<file path="config.mk">
export PLATFORM = sky130hd
export DESIGN_NAME = mult_div_unit
export DESIGN_NICKNAME = d
export VERILOG_FILES = /design/src/rtl/mult_div_unit.sv
export SDC_FILE = /design/constraint.sdc
export NUM_CORES = 1
export LEC_CHECK = 0
export ABC_AREA = 1
export BUFFER_PORTS_ARGS = -buffer_cell sky130_fd_sc_hd__clkbuf_2
export CELL_PAD_IN_SITES_DETAIL_PLACEMENT = 0
export CELL_PAD_IN_SITES_GLOBAL_PLACEMENT = 1
export CORE_MARGIN = 5
export CORE_UTILIZATION = 39
export CTS_CLUSTER_DIAMETER = 100
export DETAILED_ROUTE_END_ITERATION = 8
export GPL_TIMING_DRIVEN = 1
export PLACE_DENSITY = 0.78
export SYNTH_ARGS = -nofsm -noshare
export SYNTH_HDL_FRONTEND = slang
export SYNTH_SLANG_ARGS = --single-unit
</file>
<file path="constraint.sdc">
create_clock -name clk -period 2.6 [get_ports clk]
set_clock_uncertainty 0.05 [all_clocks]
set_input_delay 0.39 -clock clk [delete_from_list [all_inputs] [get_ports clk]]
set_output_delay 0.39 -clock clk [all_outputs]
set_load 0.01 [all_outputs]
</file>
<file path="src/rtl/mult_div_unit.sv">
// rtl/mult_div_unit.sv - sequential signed multiply/divide unit producing HI/LO
module mult_div_unit #(
  parameter int WIDTH = 32
) (
  input  logic             clk,
  input  logic             reset,
  input  logic             start_mult,
  input  logic             start_div,
  input  logic [WIDTH-1:0] A_in,
  input  logic [WIDTH-1:0] B_in,
  output logic             busy,
  output logic             done,
  output logic             div_zero,
  output logic [WIDTH-1:0] HI_out,
  output logic [WIDTH-1:0] LO_out
);

  localparam int CW = (WIDTH > 1) ? $clog2(WIDTH) : 1;
  localparam logic [CW-1:0] LAST = CW'(WIDTH - 1);
  localparam logic [CW-1:0] ONE  = CW'(1);

  typedef enum logic [1:0] {IDLE, MULT, DIV, FIN} state_t;

  state_t             state, state_nx;
  logic [CW-1:0]      count;
  // Multiply: {partial product, remaining multiplier}. Divide: {remainder, quotient}.
  logic [2*WIDTH-1:0] acc;
  // Multiply: |A| (multiplicand). Divide: |B| (divisor).
  logic [WIDTH-1:0]   opnd;
  logic               op_div;
  logic               sign_pq;
  logic               sign_r;
  logic               dz;

  logic [WIDTH:0]     mul_sum;
  logic [WIDTH:0]     div_shift;
  logic [WIDTH-1:0]   div_diff;
  logic               div_ge;
  logic [2*WIDTH-1:0] prod_res;
  logic [WIDTH-1:0]   quo_res;
  logic [WIDTH-1:0]   rem_res;

  function automatic logic [WIDTH-1:0] magnitude(input logic [WIDTH-1:0] v);
    return v[WIDTH-1] ? -v : v;
  endfunction

  assign busy = (state != IDLE);

  // Per-iteration arithmetic and final sign application
  always_comb begin
    mul_sum   = {1'b0, acc[2*WIDTH-1:WIDTH]} + (acc[0] ? {1'b0, opnd} : '0);
    div_shift = acc[2*WIDTH-1:WIDTH-1];
    div_ge    = (div_shift >= {1'b0, opnd});
    div_diff  = div_shift[WIDTH-1:0] - opnd;
    prod_res  = sign_pq ? -acc : acc;
    quo_res   = sign_pq ? -acc[WIDTH-1:0] : acc[WIDTH-1:0];
    rem_res   = sign_r ? -acc[2*WIDTH-1:WIDTH] : acc[2*WIDTH-1:WIDTH];
  end

  // State register
  always_ff @(posedge clk or negedge reset) begin
    if (!reset) state <= IDLE;
    else        state <= state_nx;
  end

  // Next-state logic; multiply wins when both starts are high, and a zero
  // divisor spends one DIV cycle before finishing without iterating
  always_comb begin
    state_nx = state;
    case (state)
      IDLE: begin
        if (start_mult)     state_nx = MULT;
        else if (start_div) state_nx = DIV;
      end
      MULT: if (count == LAST) state_nx = FIN;
      DIV:  if (dz || count == LAST) state_nx = FIN;
      FIN:  state_nx = IDLE;
      default: state_nx = IDLE;
    endcase
  end

  // Datapath: operand capture, shift-add / restoring-divide steps, result write
  always_ff @(posedge clk or negedge reset) begin
    if (!reset) begin
      count    <= '0;
      acc      <= '0;
      opnd     <= '0;
      op_div   <= 1'b0;
      sign_pq  <= 1'b0;
      sign_r   <= 1'b0;
      dz       <= 1'b0;
      done     <= 1'b0;
      div_zero <= 1'b0;
      HI_out   <= '0;
      LO_out   <= '0;
    end else begin
      done     <= 1'b0;
      div_zero <= 1'b0;
      case (state)
        IDLE: begin
          if (start_mult || start_div) begin
            count   <= '0;
            op_div  <= !start_mult;
            sign_pq <= A_in[WIDTH-1] ^ B_in[WIDTH-1];
            sign_r  <= A_in[WIDTH-1];
            dz      <= !start_mult && (B_in == '0);
            if (start_mult) begin
              opnd <= magnitude(A_in);
              acc  <= {{WIDTH{1'b0}}, magnitude(B_in)};
            end else begin
              opnd <= magnitude(B_in);
              acc  <= {{WIDTH{1'b0}}, magnitude(A_in)};
            end
          end
        end
        MULT: begin
          acc   <= {mul_sum, acc[WIDTH-1:1]};
          count <= count + ONE;
        end
        DIV: begin
          if (!dz) begin
            if (div_ge) acc <= {div_diff, acc[WIDTH-2:0], 1'b1};
            else        acc <= {div_shift[WIDTH-1:0], acc[WIDTH-2:0], 1'b0};
          end
          count <= count + ONE;
        end
        FIN: begin
          done <= 1'b1;
          if (dz) begin
            div_zero <= 1'b1;
          end else if (op_div) begin
            HI_out <= rem_res;
            LO_out <= quo_res;
          end else begin
            HI_out <= prod_res[2*WIDTH-1:WIDTH];
            LO_out <= prod_res[WIDTH-1:0];
          end
        end
        default: ;
      endcase
    end
  end

endmodule
</file>
---- Word level (Yosys, flattened, before mapping) ----
Cells that the tools add are included.
word-level totals
  output and inout port bits .............. 67
  word-level logic and storage cells ...... 71
  flip-flop bits (word level) ............. 173
  input bits .............................. 68
cells by class
  $add $sub $neg .......................... 8
  eq/ne operators ......................... 9
  bitwise operators ....................... 2
  multiplexer cells ....................... 24
  reductions and logical operators ........ 15
  order comparisons ....................... 1
operators by type and width
  cell                                            number
  two-way mux 32 bit                              9
  two-way mux 64 bit                              4
  case mux 64 bit (3 select lines)                1
  negator 32 bit                                  4
  negator 64 bit                                  1
  adder 32 x 32 -> 33 bit                         1
  greater-or-equal comparator 33 x 32 -> 1 bit    1
  logical NOT 32 bit                              1
  subtractor 32 bit                               1
  case mux 5 bit (2 select lines)                 1
  two-way mux 2 bit                               4
  != test 2 bit (second input constant)           4
  case mux 2 bit (4 select lines)                 1
  AND reduction 2 bit                             3
  AND reduction 3 bit                             2
  adder 5 x 1 -> 5 bit (second input constant)    1
  == test 5 bit (second input constant)           1
  two-way mux 5 bit                               1
  == test 2 bit (second input constant)           2
  nonzero test 2 bit                              2
  two-way mux 1 bit                               3
  != test 3 bit (second input constant)           1
  nonzero test 3 bit                              1
  == test 2 x 1 -> 1 bit (second input constant)  1
  7 further kinds                                 8

---- Logic depth before layout (Yosys ltp) ----
Gate-level depths: netlist (run 1).
  depth after elaboration ................. 5
  depth in mapped cells ................... 20
  gate-level depth less buffers ........... 18

---- Worst setup path after synthesis (run 1) ----
Ideal clock, no wire load.
  kind .................................... register to register
  from .................................... register acc[0]
  to ...................................... register acc[47]
  path buffers ............................ 2
  setup slack ............................. -43 ps
  data required time ...................... 2433 ps
  setup time .............................. 117 ps
  arrival ................................. 2476 ps
  period minus slack after synthesis ...... 2643 ps
  stages on the path, launching flop included .. 18
  cell sequence ........................... dfrtp_1 > buf_2 > buf_1 > nand2_1 > inv_1 > ha_1 > fa_1 > nand2_1 > nand3_1 > and2_1 > a21o_1 > nand2_1 > nand2_1 > or2_2 > nand3_1 > nand2_1 > nand2_1 > nand2_1
on the way
  cells in the longest elaborated chain, start to end .. 3
ends and longest elaborated chain
  item                              line  text
  from (decl)                       27    logic [2*WIDTH-1:0] acc;
  from (signal assigned)            109   acc <= {{WIDTH{1'b0}}, magnitude(B_in)};
  from (signal assigned)            112   acc <= {{WIDTH{1'b0}}, magnitude(A_in)};
  from (signal assigned)            117   acc <= {mul_sum, acc[WIDTH-1:1]};
  two-way mux 32 bit                51    mul_sum = {1'b0, acc[2*WIDTH-1:WIDTH]} + (acc[0] ? {1'b0, opnd} : '0);
  adder 32 x 32 -> 33 bit           51
  case mux 64 bit (3 select lines)  99    case (state)
Every way passes these cells.
A chain may end at the register's enable or synchronous reset.

---- Worst setup path after layout (run 1) ----
  from .................................... register acc[61]
  to ...................................... register acc[50]
on the way
  cells in the longest elaborated chain, start to end .. 4
ends and longest elaborated chain
  item                                          line  text
  greater-or-equal comparator 33 x 32 -> 1 bit  53    div_ge = (div_shift >= {1'b0, opnd});
  two-way mux 64 bit                            122   if (div_ge) acc <= {div_diff, acc[WIDTH-2:0], 1'b1};
  two-way mux 64 bit                            121   if (!dz) begin
  case mux 64 bit (3 select lines)              99
Every way passes these cells. The select of a mux whose other input is x is not followed.

==> impl_results.md, run 1 <==
* DR WL/cell at 21.90 microns
* Fin crit period at 2.581 ns
* Cells after DPL at 3874
* First drt pass iteration count at 6
* Row count at 77
* Seq pwr share at 13.4%
* Setup slack, reg-to-reg at 0.02 ns
* Largest delay share family, worst path: simple AND/OR/NAND/NOR gates
* XOR/XNOR Fraction of Synth Area at 4.194%
* Clk Latency, worst-skew pair at 0.49 ns
* RR Endpoint: acc[50]$_DFFE_PN0P_
* Final nets at 3465
* EDFF count, synth at 0
* End point of the critical path: acc[50]$_DFFE_PN0P_
* Count leader, synth: nand2_1
* Post-synth ARST share at 100.0%
* I/O Buffers at 134
* Area grow syn2layout at 29.20%
* Final hold violation count at 0
* Largest family of logic cells by synthesized area: simple AND/OR/NAND/NOR gates
* Worst rel slew slack at 39.73%
* Dpl hpwl at 70860 microns
* DR vias at 21490
* Root Driver: clkbuf_16
* CTS Buffer Depth at 2
* Fraction of layout cells with a size suffix above 1 at 21.60%
* Sequential fraction of the synthesis area at 24.68%
* Simple-Gate Fraction of Synth Area at 41.17%
* Syn Area/Cell at 5.946 sq um
* H-tree levels at 4
* Final instance area at 22660 sq um
* Most used cell, CP: nand2_1
* Initial antenna violation count at 0
* Max Cap Viol at 0
* Pleak at 0.01218 uW
* CTS sink cnt at 173
* Crit path kind: flip-flop to flip-flop
* Area contributors post-synth: dfrtp_1 25%, nand2_1 21%, nand3_1 8.9%, inv_1 8.2%, nor2_1 5.5%
* Area share of the largest cell type after synthesis at 24.68%
* Max rail drop VDD at 0.8183 mV
* Routed WL at 85980 microns
* Post-synthesis adder-cell area fraction at 5.578%
* Post-synthesis compound-gate area fraction at 13.52%
* Final setup viols at 0
* Worst Max-Slew Pin Slew at 0.8946 ns
* Core area at 44320 sq um
* CP Capture Type: flip-flop
* Cell Chain, Critical Path: ha_1 > nand2_1 > nor3_2 > nand2_1 > nor2_4 > nor2_8 > nand2_8 > buf_12 > nand2_1 > nand3_1 > nand2_1 > nand2_1 > nand2_1
* Combinational power share at 79.3%
* Largest net degree at the start of global routing at 87
* Maximum clock rate at 0.3875 GHz
* Gr ovfl total at 0
* RSZ-0062 raised after global routing: yes
* Final period util at 99.25%
* # fillers at 4705
* WP buf/inv at 1
* GRT Overall Usage at 33.55%
* Synthesized net count at 3095
* Maximum fanout along the worst path at 14
* Data arrival, critical path at 2.87 ns
* Non-filler cells, final at 3925
* Synth Flop Type: dfrtp_1
* Switch share at 56.56%
* Gp weighted congestion at 1.062
* ANT nets after route at 0
* Post-route DRC at 0
* CP Depth at 13
* First-pass GRT wire length at 126600 microns
* Clock power share at 7.3%
* Synth cell count leaders: 1001 x nand2_1, 382 x inv_1, 313 x nand3_1, 258 x nor2_1, 173 x dfrtp_1
* Io pins at 135
* Final Max Slew Viols at 0
* Crit path launch: acc[61]$_DFFE_PN0P_
* Initial Utilization at 39.58%
* Die H at 222.1 microns
* Worst reg2reg startpoint: acc[61]$_DFFE_PN0P_
* Synthesis-stage register bit count at 173
* Via density at 5.475
* Status: finished, final reports clean
* Die width at 222.1 microns
* Cells after Synth at 2950
* Multiplexer share of the synthesized area at 0%
* Vias in the first global route at 20240
* Pwr per Cell Area at 1679 nW/um^2
* CTS Buf Count at 17
* CP Data Required Time at 2.89 ns
* Cell taking the most area after synthesis: dfrtp_1
* Die area at 49320 sq um
* Distinct cell type count after synthesis at 48
* Synthesized area at 17540 sq um
* Worst r2r path cells at 13
* CP Launch Type: flip-flop
* Post-place instance area at 20850 sq um
* Total Power at 38040 uW
* Int Pwr at 16520 uW
* # diodes at 0
* CP max stage delay at 0.46 ns
* Worst Hold Class: input port to flip-flop
* Slowest-stage cell, CP: dfrtp_1
* CTS tree: done
* Hold Slack at 0.2211 ns
* Syn. warnings at 0
* Drt initial violations at 2230
* NetSw at 21520 uW
* Worst-path clk slew at 0.09 ns
[flip-flops by register name (all words and copies together) (netlist names)]
| name | flops |
|---|---|
| sign_pq | 1 |
| op_div | 1 |
| dz | 1 |
| state | 2 |
| LO_out | 32 |
| count | 5 |
| div_zero | 1 |
| sign_r | 1 |
| opnd | 32 |
| HI_out | 32 |
| acc | 64 |
| done | 1 |
[stage by stage]
stage	TNS [ns]	utilization, %	setup WS, ns
detailed placement	-2.631	47.05	-0.2127
CTS	-0.05213	48.86	-0.04048
global route	-0.3704	51.14	-0.08651
finish	0	51.14	0.01939
global placement	-1.942	47.05	-0.2492
floorplan	0	-	0.002023
[power by group through the flow]
| stage | clock [uW] | combinational (uW) | sequential (uW) |
|---|---|---|---|
| detailed placement | 0 | 27500 | 5060 |
| global placement | 0 | 27600 | 5000 |
| floorplan | 0 | 15400 | 5060 |
| global route | 2930 | 32400 | 5210 |
| finish | 2780 | 30200 | 5100 |
| CTS | 2830 | 27900 | 5020 |
[routing by layer]
| layer | track usage (%) | wire, microns | up-vias |
|---|---|---|---|
| li1 | - | - | 10250 |
| met1 | 46.12 | 37010 | 10090 |
| met2 | 51.36 | 37500 | 996 |
| met3 | 5.706 | 7011 | 155 |
| met4 | 15.83 | 4458 | 0 |
| met5 | 0 | 0 | - |
[what timing repair did]
item	in CTS	in global routing
gates resized for setup	44	197
endpoints found under the setup margin	45	63
pin swaps	3	27
hold endpoints to repair	63	0
cloned	0	1
hold buffers	1	0
buffers inserted	2	15
[layout make-up]
type	instances	area [sq um]	area share, %
clock buffer	18	439.2	1.938
clock inverter	14	187.7	0.8282
inverter	405	1526	6.736
multi-input combinational	2282	12290	54.22
sequential	173	4333	19.12
tap	592	740.7	3.269
timing repair buffer	441	3147	13.89
[worst min-delay path: cells and delay by family]
| kind | cells | cell delay, ns |
|---|---|---|
| AOI/OAI and AO/OA | 2 | 0.18 |
| buffers and inverters | 1 | 0.15 |
[cells in the final DEF, fill, tap and decap left out, drive strengths merged, types with 2 or more instances in the layout]
cell,count
a211oi,3
a21o,3
a21oi,102
a22oi,33
a31oi,3
and2,7
buf,306
clkbuf,152
clkinv,13
dfrtp,173
fa,2
ha,75
inv,404
nand2,1014
nand3,315
nand3b,11
nand4,39
nor2,279
nor3,29
nor3b,2
nor4,4
o211ai,20
o21a,6
o21ai,180
o21bai,7
o221ai,16
o22ai,30
o31ai,5
or2,11
xnor2,19
xor2,65
[how the worst min path moves through the flow]
stage                      startpoint                      to  slack, ns  cells after the start
3_5_place_dp   HI_out[26]$_DFFE_PN0P_  HI_out[26]$_DFFE_PN0P_       0.42                      2
2_1_floorplan                   reset   HI_out[0]$_DFFE_PN0P_       0.04                      0
5_1_grt                       A_in[0]     opnd[0]$_DFFE_PN0P_       0.21                      3
3_3_place_gp   HI_out[26]$_DFFE_PN0P_  HI_out[26]$_DFFE_PN0P_       0.41                      2
6_report                      A_in[0]     opnd[0]$_DFFE_PN0P_       0.22                      3
4_1_cts                       A_in[0]     opnd[0]$_DFFE_PN0P_       0.16                      3
[cells by family after synthesis]
| group | Yosys count |
|---|---|
| DFF | 173 |
| buffers and inverters | 495 |
| AOI/OAI and AO/OA | 410 |
| adders and majority gates | 77 |
| and+or+nand+nor | 1711 |
| xor gates and xnor gates | 84 |
Note: power is estimated with default switching activity, not from simulation.
==> run 2: changes to the inputs <==
Settings changed: PLACE_DENSITY 0.78 to 0.85.
==> impl_results.md, run 2 (synthesized netlist as in run 1, its figures left out) <==
* Cells after DPL at 3905 (was 3874)
* CP Depth at 17 (was 13)
* Post-place instance area at 21080 sq um (was 20850 sq um)
* Final nets at 3483 (was 3465)
* Most used cell, CP: nand2_1 (unchanged)
* Vias in the first global route at 20420 (was 20240)
* Max reg flops at 64 (unchanged)
* Post-route DRC at 0 (unchanged)
* RSZ-0062 raised after global routing: yes (unchanged)
* Met3 wire len at 6115 microns (was 7011 microns)
* Slowest-stage cell, CP: dfrtp_2 (was dfrtp_1)
* Io pins at 135 (unchanged)
* Most frequent cells in the layout: 986 x nand2_1, 381 x inv_1, 311 x buf_4 (was 965 x nand2_1, 374 x inv_1, 296 x nand3_1)
* Die area at 49320 sq um (unchanged)
* First drt pass iteration count at 6 (unchanged)
* Crit path kind: flip-flop to flip-flop (unchanged)
* Top Metal Used: met4 (unchanged)
* Worst Max-Slew Pin Slew at 0.7207 ns (was 0.8946 ns)
* DR WL/cell at 21.55 microns (was 21.90 microns)
* Critical hold path startpoint: A_in[0] (unchanged)
* Root Driver: clkbuf_16 (unchanged)
* Worst r2r path cells at 17 (was 13)
* M1 wire length at 37410 microns (was 37010 microns)
* WP buf/inv at 4 (was 1)
* Dpl hpwl at 71150 microns (was 70860 microns)
* H-tree levels at 4 (unchanged)
* Worst reg2reg startpoint: acc[0]$_DFFE_PN0P_ (was acc[61]$_DFFE_PN0P_)
* CP Launch Type: flip-flop (unchanged)
* Area grow syn2layout at 27.18% (was 29.20%)
* Final period util at 99.58% (was 99.25%)
* Max Cap Viol at 0 (unchanged)
* Status: finished, final reports clean (unchanged)
* CP Capture Type: flip-flop (unchanged)
* # diodes at 0 (unchanged)
* Clock power share at 7.5% (was 7.3%)
* Commonest non-fill, non-tap cell in the layout: nand2_1 (unchanged)
* CP Data Required Time at 2.93 ns (was 2.89 ns)
* CTS tree: done (unchanged)
* ANT nets after route at 0 (unchanged)
* Max rail drop VDD at 0.8151 mV (was 0.8183 mV)
* CP max stage delay at 0.47 ns (was 0.46 ns)
* Routed WL at 84970 microns (was 85980 microns)
* Clk Latency, worst-skew pair at 0.50 ns (was 0.49 ns)
* Pwr per Cell Area at 1688 nW/um^2 (was 1679 nW/um^2)
* Die width at 222.1 microns (unchanged)
* Maximum clock rate at 0.3862 GHz (was 0.3875 GHz)
* Die H at 222.1 microns (unchanged)
* Initial Utilization at 39.58% (unchanged)
* Seq pwr share at 13.4% (about the same)
* Fin crit period at 2.589 ns (was 2.581 ns)
* CTS Buf Count at 17 (unchanged)
* Final setup viols at 0 (unchanged)
* NetSw at 21340 uW (was 21520 uW)
* CTS Buffer Depth at 2 (unchanged)
* Int Pwr at 16310 uW (was 16520 uW)
* Maximum fanout along the worst path at 18 (was 14)
* Cell Chain, Critical Path: buf_12 > nand2_1 > inv_1 > ha_2 > nand2_2 > buf_4 > nor2_1 > a21oi_1 > buf_4 > nor2_1 > nor2_1 > nand2_1 > nand2_1 > nand3_1 > nand2_1 > nand2_1 > nand2_1 (was ha_1 > nand2_1 > nor3_2 > nand2_1 > nor2_4 > nor2_8 > nand2_8 > buf_12 > nand2_1 > nand3_1 > nand2_1 > nand2_1 > nand2_1)
* DR vias at 21510 (was 21490)
* CTS sink cnt at 173 (unchanged)
* Crit path launch: acc[0]$_DFFE_PN0P_ (was acc[61]$_DFFE_PN0P_)
* Final Max Slew Viols at 0 (unchanged)
* Worst rel slew slack at 51.90% (was 39.73%)
* Hold Slack at 0.2236 ns (was 0.2211 ns)
* Drt initial violations at 2065 (was 2230)
* Via density at 5.455 (was 5.475)
* Final hold violation count at 0 (unchanged)
* First-pass GRT wire length at 126300 microns (was 126600 microns)
* I/O Buffers at 134 (unchanged)
* Biggest register: acc (unchanged)
* Final instance area at 22310 sq um (was 22660 sq um)
* Initial antenna violation count at 0 (unchanged)
* Worst Hold Depth at 4 (was 3)
* Core area at 44320 sq um (unchanged)
* Worst-path clk slew at 0.08 ns (was 0.09 ns)
* Gr ovfl total at 0 (unchanged)
* Non-filler cells, final at 3943 (was 3925)
* Data arrival, critical path at 2.92 ns (was 2.87 ns)
* GRT Overall Usage at 33.33% (was 33.55%)
* Gp weighted congestion at 0.9928 (was 1.062)
* Switch share at 56.67% (was 56.56%)
* Largest net degree at the start of global routing at 98 (was 87)
* Worst Hold Class: input port to flip-flop (unchanged)
* Met2 WL at 37880 microns (was 37500 microns)
* Setup slack, reg-to-reg at 0.01 ns (was 0.02 ns)
* Row count at 77 (unchanged)
* Largest delay share family, worst path: simple AND/OR/NAND/NOR gates (unchanged)
* Pleak at 0.01221 uW (was 0.01218 uW)
* Combinational power share at 79.0% (was 79.3%)
* Fraction of layout cells with a size suffix above 1 at 20.05% (was 21.60%)
[run 2: changes by cell type in the layout (fill, tap and decap cells not counted), moves of 10 or more]
cell / change
buf_4: +24
ha_1: +20
ha_4: -22
nand2_1: +21
nand2_2: -14
nand3_1: +10
nand3_2: -10
[run 2: worst paths after layout]
check,endpoint
worst max-delay path,acc[57]$_DFFE_PN0P_
worst min-delay path,opnd[0]$_DFFE_PN0P_
worst max register to register,acc[57]$_DFFE_PN0P_
worst min register to register,HI_out[30]$_DFFE_PN0P_
max in group asynchronous,acc[56]$_DFFE_PN0P_
min in group asynchronous,LO_out[10]$_DFFE_PN0P_
[run 2: power by group through the flow]
stage	clock, uW	combinational, uW	sequential [uW]
3_5_place_dp	0	28200	5070
2_1_floorplan	0	15400	5060
5_1_grt	3000	32100	5180
4_1_cts	2880	28400	5030
3_3_place_gp	0	28200	5020
6_report	2840	29800	5060
[run 2: metal layers]
layer  GRT usage (%)  vias to the layer above
met1           46.27                    10130
met4           12.75                        0
met5               0                        -
li1                -                    10300
met2           52.72                      936
met3           4.687                      142
[run 2: final cells by class]
cell class	count	area (sq um)
sequential	173	4330
tap	592	740.7
timing repair buffer	459	3251
inverter	405	1521
fill	4693	22010
multi-input combinational	2282	11820
clock buffer	17	425.4
clock inverter	15	221.5
[run 2: timing repair]
item | CTS | global route
resized for setup | 12 | 132
buffers inserted | 0 | 5
pin swaps | 1 | 7
hold endpoints to repair | 33 | 0
endpoints found under the setup margin | 29 | 44
hold buffers | 1 | 0
[run 2: worst min-delay path: stages]
cell and delay [ns]:
clkbuf_2 0.09, buf_4 0.12, a22oi_1 0.07, o21ai_0 0.07
[run 2: per-stage QoR]
stage | TNS (ns) | setup slack [ns] | power [uW] | utilization [%]
global route | -0.6322 | -0.08043 | 40280 | 50.34
finish | 0 | 0.01079 | 37650 | 50.34
CTS | -0.01179 | -0.01179 | 36280 | 49.13
detailed placement | -0.9054 | -0.2926 | 33230 | 47.57
floorplan | 0 | 0.002023 | 20500 | -
global placement | -0.7649 | -0.2661 | 33210 | 47.57
==> run 3: changes to the inputs <==
Settings changed: MAX_ROUTING_LAYER set to met4.
==> impl_results.md, run 3 (synthesized netlist as in run 1, its figures left out) <==
* Dpl hpwl at 70140 microns (was 71150 microns)
* CP Launch Type: flip-flop (unchanged)
* Most used cell, CP: nand2_1 (unchanged)
* Final hold violation count at 0 (unchanged)
* Worst reg2reg startpoint: acc[0]$_DFFE_PN0P_ (unchanged)
* Maximum clock rate at 0.3936 GHz (was 0.3862 GHz)
* CP Data Required Time at 2.93 ns (about the same)
* Hold Path Sink: opnd[0]$_DFFE_PN0P_ (unchanged)
* Worst r2r path cells at 15 (was 17)
* CTS sink cnt at 173 (unchanged)
* First-pass GRT wire length at 124900 microns (was 126300 microns)
* Gr ovfl total at 0 (unchanged)
* Utilization after layout at 51.28% (was 50.34%)
* Commonest non-fill, non-tap cell in the layout: nand2_1 (unchanged)
* RSZ-0062 raised after global routing: yes (unchanged)
* Max reg flops at 64 (unchanged)
* DR vias at 21450 (was 21510)
* Root Driver: clkbuf_16 (unchanged)
* CP max stage delay at 0.49 ns (was 0.47 ns)
* H-tree levels at 4 (unchanged)
* Fin crit period at 2.541 ns (was 2.589 ns)
* Cell Chain, Critical Path: buf_12 > nand2_1 > inv_1 > ha_2 > a21oi_2 > o21ai_0 > buf_4 > a21oi_2 > nor2_1 > nor2_1 > nand3_1 > nand3_1 > nand2_1 > nand2_1 > nand2_1 (was buf_12 > nand2_1 > inv_1 > ha_2 > nand2_2 > buf_4 > nor2_1 > a21oi_1 > buf_4 > nor2_1 > nor2_1 > nand2_1 > nand2_1 > nand3_1 > nand2_1 > nand2_1 > nand2_1)
* Largest delay share family, worst path: simple AND/OR/NAND/NOR gates (unchanged)
* Via density at 5.439 (was 5.455)
* Worst Max-Slew Pin Slew at 0.7068 ns (was 0.7207 ns)
* Initial Utilization at 39.58% (unchanged)
* Max Cap Viol at 0 (unchanged)
* Gp weighted congestion at 1.038 (was 0.9928)
* Final period util at 97.72% (was 99.58%)
* GRT Overall Usage at 34.01% (was 33.33%)
* Post-place instance area at 21010 sq um (was 21080 sq um)
* Final nets at 3484 (was 3483)
* Pleak at 0.01224 uW (was 0.01221 uW)
* First drt pass iteration count at 6 (unchanged)
* Maximum fanout along the worst path at 18 (unchanged)
* Clk Latency, worst-skew pair at 0.50 ns (about the same)
* Core area at 44320 sq um (unchanged)
* Status: finished, final reports clean (unchanged)
* Worst-path clk slew at 0.08 ns (about the same)
* Final setup viols at 0 (unchanged)
* CTS Buffer Depth at 2 (unchanged)
* Final instance area at 22720 sq um (was 22310 sq um)
* Biggest register: acc (unchanged)
* Area grow syn2layout at 29.55% (was 27.18%)
* Crit path launch: acc[0]$_DFFE_PN0P_ (unchanged)
* Critical hold path startpoint: A_in[0] (unchanged)
* CP Capture Type: flip-flop (unchanged)
* Routed WL at 84250 microns (was 84970 microns)
* Fraction of layout cells with a size suffix above 1 at 21.90% (was 20.05%)
* Crit path kind: flip-flop to flip-flop (unchanged)
* Final Max Slew Viols at 0 (unchanged)
* Worst Hold Class: input port to flip-flop (unchanged)
* Setup slack, reg-to-reg at 0.06 ns (was 0.01 ns)
* DR WL/cell at 21.36 microns (was 21.55 microns)
* Data arrival, critical path at 2.87 ns (was 2.92 ns)
* Worst Hold Depth at 4 (unchanged)
* Drt initial violations at 1963 (was 2065)
* Io pins at 135 (unchanged)
* CTS tree: done (unchanged)
* Most frequent cells in the layout: 970 x nand2_1, 378 x inv_1, 312 x buf_4 (was 986 x nand2_1, 381 x inv_1, 311 x buf_4)
* RR Endpoint: acc[60]$_DFFE_PN0P_ (was acc[57]$_DFFE_PN0P_)
* I/O Buffers at 134 (unchanged)
* Largest net degree at the start of global routing at 51 (was 98)
* Worst rel slew slack at 52.81% (was 51.90%)
* Slowest-stage cell, CP: dfrtp_2 (unchanged)
* Max rail drop VDD at 0.7679 mV (was 0.8151 mV)
* Initial antenna violation count at 0 (unchanged)
* CTS Buf Count at 17 (unchanged)
* # diodes at 0 (unchanged)
* WP buf/inv at 3 (was 4)
* ANT nets after route at 0 (unchanged)
* Die H at 222.1 microns (unchanged)
* Pwr per Cell Area at 1661 nW/um^2 (was 1688 nW/um^2)
* Row count at 77 (unchanged)
* Die area at 49320 sq um (unchanged)
* Die width at 222.1 microns (unchanged)
* Post-route DRC at 0 (unchanged)
* Vias in the first global route at 20290 (was 20420)
## run 3: final cells by class
class / instances / area, sq um
clock inverters: 13 / 190.2
clock buffers: 19 / 432.9
inverters: 405 / 1524
flip-flops and latches: 173 / 4334
well taps: 592 / 740.7
fillers: 4708 / 21590
multi-input cells: 2282 / 12250
repair buffers: 460 / 3249
## run 3: routing by layer
| layer | up-vias | global-route usage (%) | part of all wire [%] | routed length [microns] |
|---|---|---|---|---|
| li1 | 10290 | - | - | - |
| met1 | 10150 | 46.10 | 45 | 37880 |
| met2 | 852 | 52.11 | 45 | 37550 |
| met3 | 155 | 3.906 | 6.0 | 5078 |
| met4 | 0 | 13.58 | 4.4 | 3734 |
| met5 | - | - | 0 | 0 |
## run 3: through the flow
stage	std cells	power [uW]	TNS [ns]	hold WS, ns	setup slack, ns
after floorplan	2950	20500	0	0.04441	0.002023
after global placement	3898	32870	-2.298	0.3111	-0.3779
after detailed placement	3898	32830	-3.068	0.3259	-0.3535
after CTS	3936	36030	-0.08564	0.2036	-0.05726
after global routing	3944	40560	-0.09897	0.2434	-0.03116
final	3944	37750	0	0.2332	0.05917
## run 3: worst max path at each step
| stage | to | slack [ns] | cells after the start |
|---|---|---|---|
| after floorplan | acc[47]$_DFFE_PN0P_ | 0.002 | 17 |
| after global placement | acc[58]$_DFFE_PN0P_ | -0.38 | 15 |
| after detailed placement | acc[50]$_DFFE_PN0P_ | -0.35 | 15 |
| after CTS | acc[50]$_DFFE_PN0P_ | -0.06 | 15 |
| after global routing | acc[50]$_DFFE_PN0P_ | -0.03 | 18 |
| final | acc[60]$_DFFE_PN0P_ | 0.06 | 15 |
## run 3: what timing repair did
action                                  in CTS  in global routing
endpoints found under the setup margin      39                 57
buffers inserted                             5                  8
gates resized for setup                     54                178
pin swaps                                    8                 19
endpoints found under the hold margin       46                  0
hold buffers                                 1                  0
## run 3: power by group
part	total, uW	leakage, uW	internal, uW	switching (uW)
Sequential	5130	0.00221	3970	1170
Combinational	29800	0.00973	11200	18600
Clock	2840	0.000304	1550	1290
## run 3: worst min-delay path: cells and delay by family
family,cells,cell delay [ns]
compound gates,2,0.14
buf+inv,2,0.21
